<file path="src/rtl/comparador_serie_param.sv">
// Multi-cycle magnitude comparator. Compares two WIDTH-bit operands DIGIT bits per clock,
// most-significant digit first, in unsigned or two's-complement mode, with an optional early
// exit on the first differing digit and cascade inputs from a more-significant stage.
//
// Ports:
//   clk        clock, rising edge
//   rst        synchronous active-high reset
//   in_valid   operands/cascade valid          in_ready   block can accept a new pair
//   a, b       operands                        signo      1 = two's-complement compare
//   igual_i    cascade: equal so far           mayor_i    cascade: A already greater
//   menor_i    cascade: A already smaller
//   out_valid  result valid                    out_ready  consumer takes the result
//   igual_o    A == B                          mayor_o    A > B
//   menor_o    A < B                           ciclos_o   compare cycles used for this result
module comparador_serie_param #(
  parameter int unsigned WIDTH      = 16,
  parameter int unsigned DIGIT      = 4,
  parameter bit          EARLY_EXIT = 1'b1
) (
  input  logic                               clk,
  input  logic                               rst,
  input  logic                               in_valid,
  output logic                               in_ready,
  input  logic [WIDTH-1:0]                   a,
  input  logic [WIDTH-1:0]                   b,
  input  logic                               signo,
  input  logic                               igual_i,
  input  logic                               mayor_i,
  input  logic                               menor_i,
  output logic                               out_valid,
  input  logic                               out_ready,
  output logic                               igual_o,
  output logic                               mayor_o,
  output logic                               menor_o,
  output logic [$clog2(WIDTH/DIGIT+1)-1:0]   ciclos_o
);

  localparam int unsigned N    = WIDTH / DIGIT;
  localparam int unsigned IdxW = (N > 1) ? $clog2(N) : 1;
  localparam int unsigned CycW = $clog2(N + 1);

  typedef enum logic [1:0] {StIdle, StCompare, StDone} state_e;

  state_e            state_q, state_d;
  logic [WIDTH-1:0]  a_q, a_d, b_q, b_d;
  logic [IdxW-1:0]   idx_q, idx_d;
  logic [CycW-1:0]   ciclos_q, ciclos_d;
  logic              igual_q, igual_d, mayor_q, mayor_d, menor_q, menor_d;
  logic [DIGIT-1:0]  a_dig, b_dig;

  // igual_i is informational only: with neither mayor_i nor menor_i set, the digits decide.
  logic unused_igual;
  assign unused_igual = igual_i;

  always_comb begin
    state_d  = state_q;
    a_d      = a_q;
    b_d      = b_q;
    idx_d    = idx_q;
    ciclos_d = ciclos_q;
    igual_d  = igual_q;
    mayor_d  = mayor_q;
    menor_d  = menor_q;
    a_dig    = '0;
    b_dig    = '0;

    for (int unsigned i = 0; i < N; i++) begin
      if (idx_q == IdxW'(i)) begin
        a_dig = a_q[i*DIGIT +: DIGIT];
        b_dig = b_q[i*DIGIT +: DIGIT];
      end
    end

    unique case (state_q)
      StIdle: begin
        if (in_valid) begin
          // Flipping the sign bit maps two's-complement order onto unsigned order.
          a_d      = a ^ (WIDTH'(signo) << (WIDTH - 1));
          b_d      = b ^ (WIDTH'(signo) << (WIDTH - 1));
          idx_d    = IdxW'(N - 1);
          ciclos_d = '0;
          if (mayor_i) begin
            {igual_d, mayor_d, menor_d} = 3'b010;
            state_d = StDone;
          end else if (menor_i) begin
            {igual_d, mayor_d, menor_d} = 3'b001;
            state_d = StDone;
          end else begin
            {igual_d, mayor_d, menor_d} = 3'b100;
            state_d = StCompare;
          end
        end
      end
      StCompare: begin
        ciclos_d = ciclos_q + CycW'(1);
        // Only the first (most significant) differing digit decides.
        if (!(mayor_q || menor_q)) begin
          if (a_dig > b_dig) begin
            {igual_d, mayor_d, menor_d} = 3'b010;
          end else if (a_dig < b_dig) begin
            {igual_d, mayor_d, menor_d} = 3'b001;
          end
        end
        if ((EARLY_EXIT && (mayor_d || menor_d)) || idx_q == '0) begin
          state_d = StDone;
        end else begin
          idx_d = idx_q - IdxW'(1);
        end
      end
      StDone: begin
        if (out_ready) begin
          state_d = StIdle;
        end
      end
      default: state_d = StIdle;
    endcase
  end

  always_ff @(posedge clk) begin
    if (rst) begin
      state_q  <= StIdle;
      a_q      <= '0;
      b_q      <= '0;
      idx_q    <= '0;
      ciclos_q <= '0;
      igual_q  <= 1'b1;
      mayor_q  <= 1'b0;
      menor_q  <= 1'b0;
    end else begin
      state_q  <= state_d;
      a_q      <= a_d;
      b_q      <= b_d;
      idx_q    <= idx_d;
      ciclos_q <= ciclos_d;
      igual_q  <= igual_d;
      mayor_q  <= mayor_d;
      menor_q  <= menor_d;
    end
  end

  assign in_ready  = (state_q == StIdle);
  assign out_valid = (state_q == StDone);
  assign igual_o   = igual_q;
  assign mayor_o   = mayor_q;
  assign menor_o   = menor_q;
  assign ciclos_o  = ciclos_q;

endmodule
</file>
<file path="config.mk">
export PLATFORM = sky130hd
export DESIGN_NAME = comparador_serie_param
export DESIGN_NICKNAME = d
export VERILOG_FILES = /design/src/rtl/comparador_serie_param.sv
export SDC_FILE = /design/constraint.sdc
export NUM_CORES = 1
export LEC_CHECK = 0
export BUFFER_PORTS_ARGS = -buffer_cell sky130_fd_sc_hd__buf_2
export CAP_MARGIN = 20
export CORE_MARGIN = 2
export CORE_UTILIZATION = 50
export DETAILED_ROUTE_END_ITERATION = 16
export PLACE_DENSITY = 0.75
export SYNTH_ARGS = -nofsm -noshare
export SYNTH_HDL_FRONTEND = slang
export SYNTH_SLANG_ARGS = --single-unit
</file>
<file path="constraint.sdc">
create_clock -name clk -period 4.7 [get_ports clk]
set_input_delay 1.41 -clock clk [delete_from_list [all_inputs] [get_ports clk]]
set_output_delay 1.41 -clock clk [all_outputs]
set_load 0.03 [all_outputs]
</file>
==> results of run 1 <==
-- stage by stage --
step           cells  utilization [%]  worst slack (ns)  power, W
2_1_floorplan    264                -              2.24  0.000529
6_report         351             59.2              1.83  0.000803
3_3_place_gp     343             57.0              1.93  0.000566
3_5_place_dp     343             57.0              1.92  0.000571
4_1_cts          351             59.2              1.84  0.000809
5_1_grt          351             59.2              1.64  0.000844
-- cells in the final DEF (no fill, tap or decap), types with 2 or more instances in the layout --
master | netlist | layout
clkbuf_8 | 0 | 6
a21oi_1 | 48 | 48
mux2i_1 | 5 | 5
dfxtp_1 | 42 | 42
nor2b_1 | 3 | 3
nand3b_1 | 4 | 4
xnor2_1 | 2 | 2
and3b_1 | 4 | 4
nand2b_1 | 2 | 2
nor2_1 | 6 | 6
a21o_1 | 4 | 4
nand2_1 | 77 | 77
inv_1 | 3 | 3
ha_1 | 9 | 9
a211oi_1 | 6 | 6
o21ai_0 | 8 | 8
buf_2 | 6 | 46
nand3_1 | 5 | 5
-- power breakdown --
part           internal, W  total (W)  switching, W  leakage, nW
logic            0.0000651   0.000165      0.000100        0.575
clock network     0.000119   0.000239      0.000121       0.0482
registers         0.000381   0.000398     0.0000174        0.345
-- flip-flops by register name, summed over array words and instances (netlist names) --
signal and count:
b_q 16, idx_q 2, ciclos_o 3, menor_o 1
mayor_o 1, a_q 16, state_q 2, igual_o 1
-- area by class of cell --
class,instances,area (µm²),area share [%]
Clock buffer,7,86.3,3.64
Clock inverter,1,5.00,0.211
Inverter,3,11.3,0.475
Multi-Input combinational cell,201,1130,47.5
Sequential cell,42,841,35.5
Tap cell,50,62.6,2.64
Timing Repair Buffer,47,238,10.0
-- logic make-up after synthesis --
logic type / Yosys count
simple gates: 111
flops: 42
compound gates: 73
xor+xnor: 3
buf+inv: 21
mux: 5
fa+ha+maj: 9
-- layer usage --
layer	share of wire [%]	track usage, %
met1	51	26.1
met2	43	31.2
met3	5.1	5.43
met4	1.3	6.50
met5	0	0
-- Yosys cell counts, drive strengths merged --
master | n | share of area, %
nand2 | 77 | 14
a21oi | 48 | 12
dfxtp | 42 | 41
buf | 9 | 2.9
clkbuf | 9 | 1.6
ha | 9 | 5.4
o21ai | 9 | 2.2
a211oi | 7 | 2.8
nor2 | 6 | 1.1
mux2i | 5 | 2.4
nand3 | 5 | 1.2
a21o | 4 | 1.4
and3b | 4 | 1.7
nand3b | 4 | 1.4
inv | 3 | 0.54
nor2b | 3 | 0.91
nand2b | 2 | 0.60
nor3 | 2 | 0.72
xnor2 | 2 | 0.85
a311o | 1 | 0.48
a311oi | 1 | 0.42
a31oi | 1 | 0.30
and2 | 1 | 0.30
and2b | 1 | 0.48
nand4 | 1 | 0.30
nand4bb | 1 | 0.54
nor3b | 1 | 0.60
o211ai | 1 | 0.60
o41ai | 1 | 0.42
or2 | 1 | 0.30
or3 | 1 | 0.30
or3b | 1 | 0.54
xor2 | 1 | 0.42
-- worst max path at each step --
stage	startpoint	to	slack, ns
2_1_floorplan	idx_q[1]	igual_o	2.24
3_3_place_gp	in_valid	igual_o	1.93
3_5_place_dp	in_valid	igual_o	1.92
4_1_cts	idx_q[1]	igual_o	1.84
5_1_grt	idx_q[1]	idx_q[1]	1.64
6_report	idx_q[1]	igual_o	1.83
-- critical path, delay by kind of cell, from the launching register on --
family	cells	cell delay [ns]
adder cells (fa/ha/maj)	2	0.73
buffers and inverters	1	0.11
flip-flops	1	0.34
multiplexers	1	0.18
AND/OR/NAND/NOR	3	0.52
AO/OA/AOI/OAI	4	0.88
==> run metrics, run 1 <==
status=finished clean; Final Max Tran Viols=0; CP Max Fanout=16; Final Skew=0.00503 ns; via/cell ratio=5.30; sequential fraction of the synthesis area=between 40% and 50%; I/O pin cnt=48; initial DRC count=100; Peak VDD IR=188 µV; Leakage=approximately 0.97 nW; Synth-to-Final Area Change=14.4%; Hold Path Class=reg -> reg; DR pass1 iterations=4; final net count=349; # Post-CTS Setup Buffers=0; Max-Cap Viols=0; routability cong.=0.813; Worst-Margin Slew=just under 0.8 ns; dpl hpwl=3030 µm; number of global-route vias before repair=1567; setup TNS=0 ns; reg2reg path depth=11; initial antenna violation count=0; clock slew at the register clock pins of the worst setup and hold paths=0.08 ns; startpoint types=flop; CP max stage delay=0.47 ns; Global Route Usage Sum=19.8%; post-synthesis xor/xnor area fraction=1.27%; Syn Area/Cell=7.85 µm²; setup violators final=0; worst r2r dst=igual_o; initial core utilization=51.8%; Setup crit end kind=flop; Cell Rows=23; filler instances=383; fmax=0.348 GHz; H-tree levels=2; Synth Area in Compound Gates=between 20% and 30%; Worst Hold End=b_q[1]; final WL=4400 µm; period utilization=between 60 and 70%; crit path cell chain=inv_1 > ha_1 > and3b_1 > a21oi_1 > o21ai_0 > mux2i_1 > ha_1 > nor2b_1 > o211ai_2 > nand3_1 > a311o_1; CTS tree=yes; DR DRC count=0; main combinational cell family by area after synthesis=simple AND/OR/NAND/NOR gates; clock sink count=42; flop-to-flop setup slack=1.83 ns; cts bufs inserted=5; remaining global-route overflow=0; post-CTS resize count=0; Die ar.=between 4000 and 5000 µm²; Hold Fails Final Rpt=0; mux cell area share after synthesis=approximately 2.4%; synthesis-stage register bit count=42; post-synthesis cell count=264; post-route cell area=2370 µm²; WS Path Type=reg -> reg; fin crit period=between 2 and 3 ns; Hold Crit Depth=2; # diodes=0; Yosys cell types=38; YS warnings=0; most used cell, CP=ha_1; WP data arrival=3.05 ns; Slew HR=47.5%; hold wc startpoint=b_q[1]; Die Y=68.4 µm; Critical Path RT=about 5 ns; DIE WIDTH=roughly 68 µm; worst skew pair latency=0.29 ns; RSZ-0062 raised after global routing=no; area post-placement=2280 µm²; CTS max path bufs=2; remaining antenna violation count=0; Root Buffer=clkbuf_8; post-cts hold buffer count=0; first-pass GRT wire length=approximately 6900 µm; simple-gate share of the synthesized area=25.0%; Syn Std Cell Area=2070 µm²; CORE AREA=approximately 4000 µm²; largest net degree at the start of global routing=45; I/O Buffers=46; reg2reg start=idx_q[1]; Post-Syn Nets=313; DR vias=1861; CP max stage cell=ha_1; power per cell area=339 nW/µm²; post-synthesis adder-cell area fraction=5.43%; layout cells sized above 1=20.3%; Hold WS=approximately 0.46 ns; wire per inst=between 10 and 15 µm
Note: power is estimated with default switching activity, not from simulation.
==> inputs of run 2 (changes only) <==
==> constraint.sdc (replaced) <==
create_clock -name clk -period 2.9 [get_ports clk]
set_input_delay 0.87 -clock clk [delete_from_list [all_inputs] [get_ports clk]]
set_output_delay 0.87 -clock clk [all_outputs]
set_load 0.03 [all_outputs]
==> run 2 against run 1 <==
Effect of this change: die area unchanged; hold slack improved by 0.0030 ns; clock-buffer cell count unchanged; register-to-register slack got worse by 1.6 ns; sequential share of layout area about the same; cell count increased by 0.28%.
==> run metrics, run 2 (same netlist as run 1, synthesis figures left out) <==
Hold Crit Depth=2; Leakage=about 0.97 nW; post-route cell area=about 2400 µm²; Setup crit end kind=flop; Die Y=68.4 µm; fin crit period=around 2.7 ns; DR pass1 iterations=4; commonest non-fill, non-tap cell in the layout=nand2_1; CTS tree=yes; CP max stage cell=ha_1; I/O pin cnt=48; H-tree levels=2; wire per inst=12.6 µm; Root Buffer=clkbuf_8; Critical Path RT=3.12 ns; initial antenna violation count=0; final WL=4430 µm; largest net degree at the start of global routing=39; Worst Hold End=b_q[11]; Worst-Margin Slew=0.567 ns; Global Route Usage Sum=21.6%; DR vias=approximately 1800; number of global-route vias before repair=between 1500 and 2000; fmax=0.375 GHz; Die ar.=4680 µm²; CORE AREA=4000 µm²; area post-placement=~2300 µm²; Cell Rows=23; cts bufs inserted=5; layout cells sized above 1=20.5%; first-pass GRT wire length=7370 µm; DR DRC count=0; period utilization=91.9%; WS Path Type=reg -> reg; Slew HR=62.2%; initial DRC count=roughly 110; power per cell area=between 500 and 600 nW/µm²; highest-count cells in the layout ignoring fill and taps=nand2_1, a21oi_1, buf_2; WP data arrival=2.89 ns; DIE WIDTH=68.4 µm; RSZ-0062 raised after global routing=no; via/cell ratio=5.25; status=finished clean; flop-to-flop setup slack=0.23 ns; Peak VDD IR=266 µV; Final Skew=0.00212 ns; clock slew at the register clock pins of the worst setup and hold paths=0.07 ns; I/O Buffers=between 40 and 50; worst skew pair latency=0.29 ns; CP max stage delay=0.36 ns; Final Max Tran Viols=0; Synth-to-Final Area Change=14.5%; crit path cell chain=inv_1 > ha_1 > and3b_1 > a21oi_1 > o21ai_0 > mux2i_1 > ha_1 > nand4_1 > nand4bb_1 > a21oi_1 > mux2i_1; setup violators final=0; Hold Path Class=reg -> reg; initial core utilization=51.8%; reg2reg start=idx_q[0]; # diodes=0; clock sink count=42; routability cong.=0.809; worst r2r dst=idx_q[1]; DP Cell Count=about 350; final net count=351; CTS max path bufs=2; dpl hpwl=3110 µm; Max-Cap Viols=0; remaining global-route overflow=0; non-filler cells, final=about 350; hold wc startpoint=b_q[11]; Final Util=between 50% and 60%; startpoint types=flop; CP Max Fanout=9; remaining antenna violation count=0; setup TNS=0 ns; Hold Fails Final Rpt=0; reg2reg path depth=11
run 2: where the power goes:
part | internal [W] | switching, W
sequential | 0.000618 | 0.0000273
combinational | 0.000110 | 0.000163
clock | 0.000166 | 0.000183
run 2: metrics by stage:
stage | hold slack, ns | total power, W | setup slack (ns)
global placement | 0.443 | 0.000923 | 0.223
floorplan | 0.432 | 0.000857 | 0.439
CTS | 0.461 | 0.00128 | 0.173
finish | 0.459 | 0.00127 | 0.234
detailed placement | 0.450 | 0.000931 | 0.188
global route | 0.478 | 0.00134 | 0.0291
run 2: area by class of cell:
type / instances / area [µm²]
timing repair buffer: 49 / 253
fill: 388 / 1630
multi-input combinational: 201 / 1130
clock buffer: 7 / 76.3
tap: 50 / 62.6
sequential: 42 / 841
inverter: 3 / 11.3
run 2: per-layer routing:
| layer | up-vias | wire length (µm) | part of all wire, % | track usage, % |
|---|---|---|---|---|
| li1 | 975 | - | - | - |
| met1 | 822 | 2120 | 48 | 27.6 |
| met2 | 47 | 1970 | 44 | 33.6 |
| met3 | 4 | 267 | 6.0 | 5.43 |
| met4 | 0 | 68 | 1.5 | 10.8 |
| met5 | - | 0 | 0 | 0 |
run 2: repair_timing:
item,in CTS,in global routing
hold buffers,0,0
gates resized for setup,0,1
setup buffers,0,0
endpoints found under the setup margin,0,3
run 2: worst max-delay path, delay by kind of cell, from the launching register on:
family | cells | cell delay (ns)
mux | 2 | 0.31
flops | 1 | 0.34
compound gates | 3 | 0.47
simple gates | 3 | 0.66
buf+inv | 1 | 0.12
fa+ha+maj | 2 | 0.71
run 2: worst max path at each step:
stage | startpoint | endpoint | slack [ns] | cells past startpoint
after floorplan | idx_q[1] | igual_o | 0.44 | 11
after global placement | idx_q[1] | igual_o | 0.22 | 11
after detailed placement | idx_q[1] | state_q[1] | 0.19 | 11
after CTS | idx_q[1] | state_q[1] | 0.17 | 11
after global routing | idx_q[0] | idx_q[1] | 0.03 | 11
final | idx_q[0] | idx_q[1] | 0.23 | 11
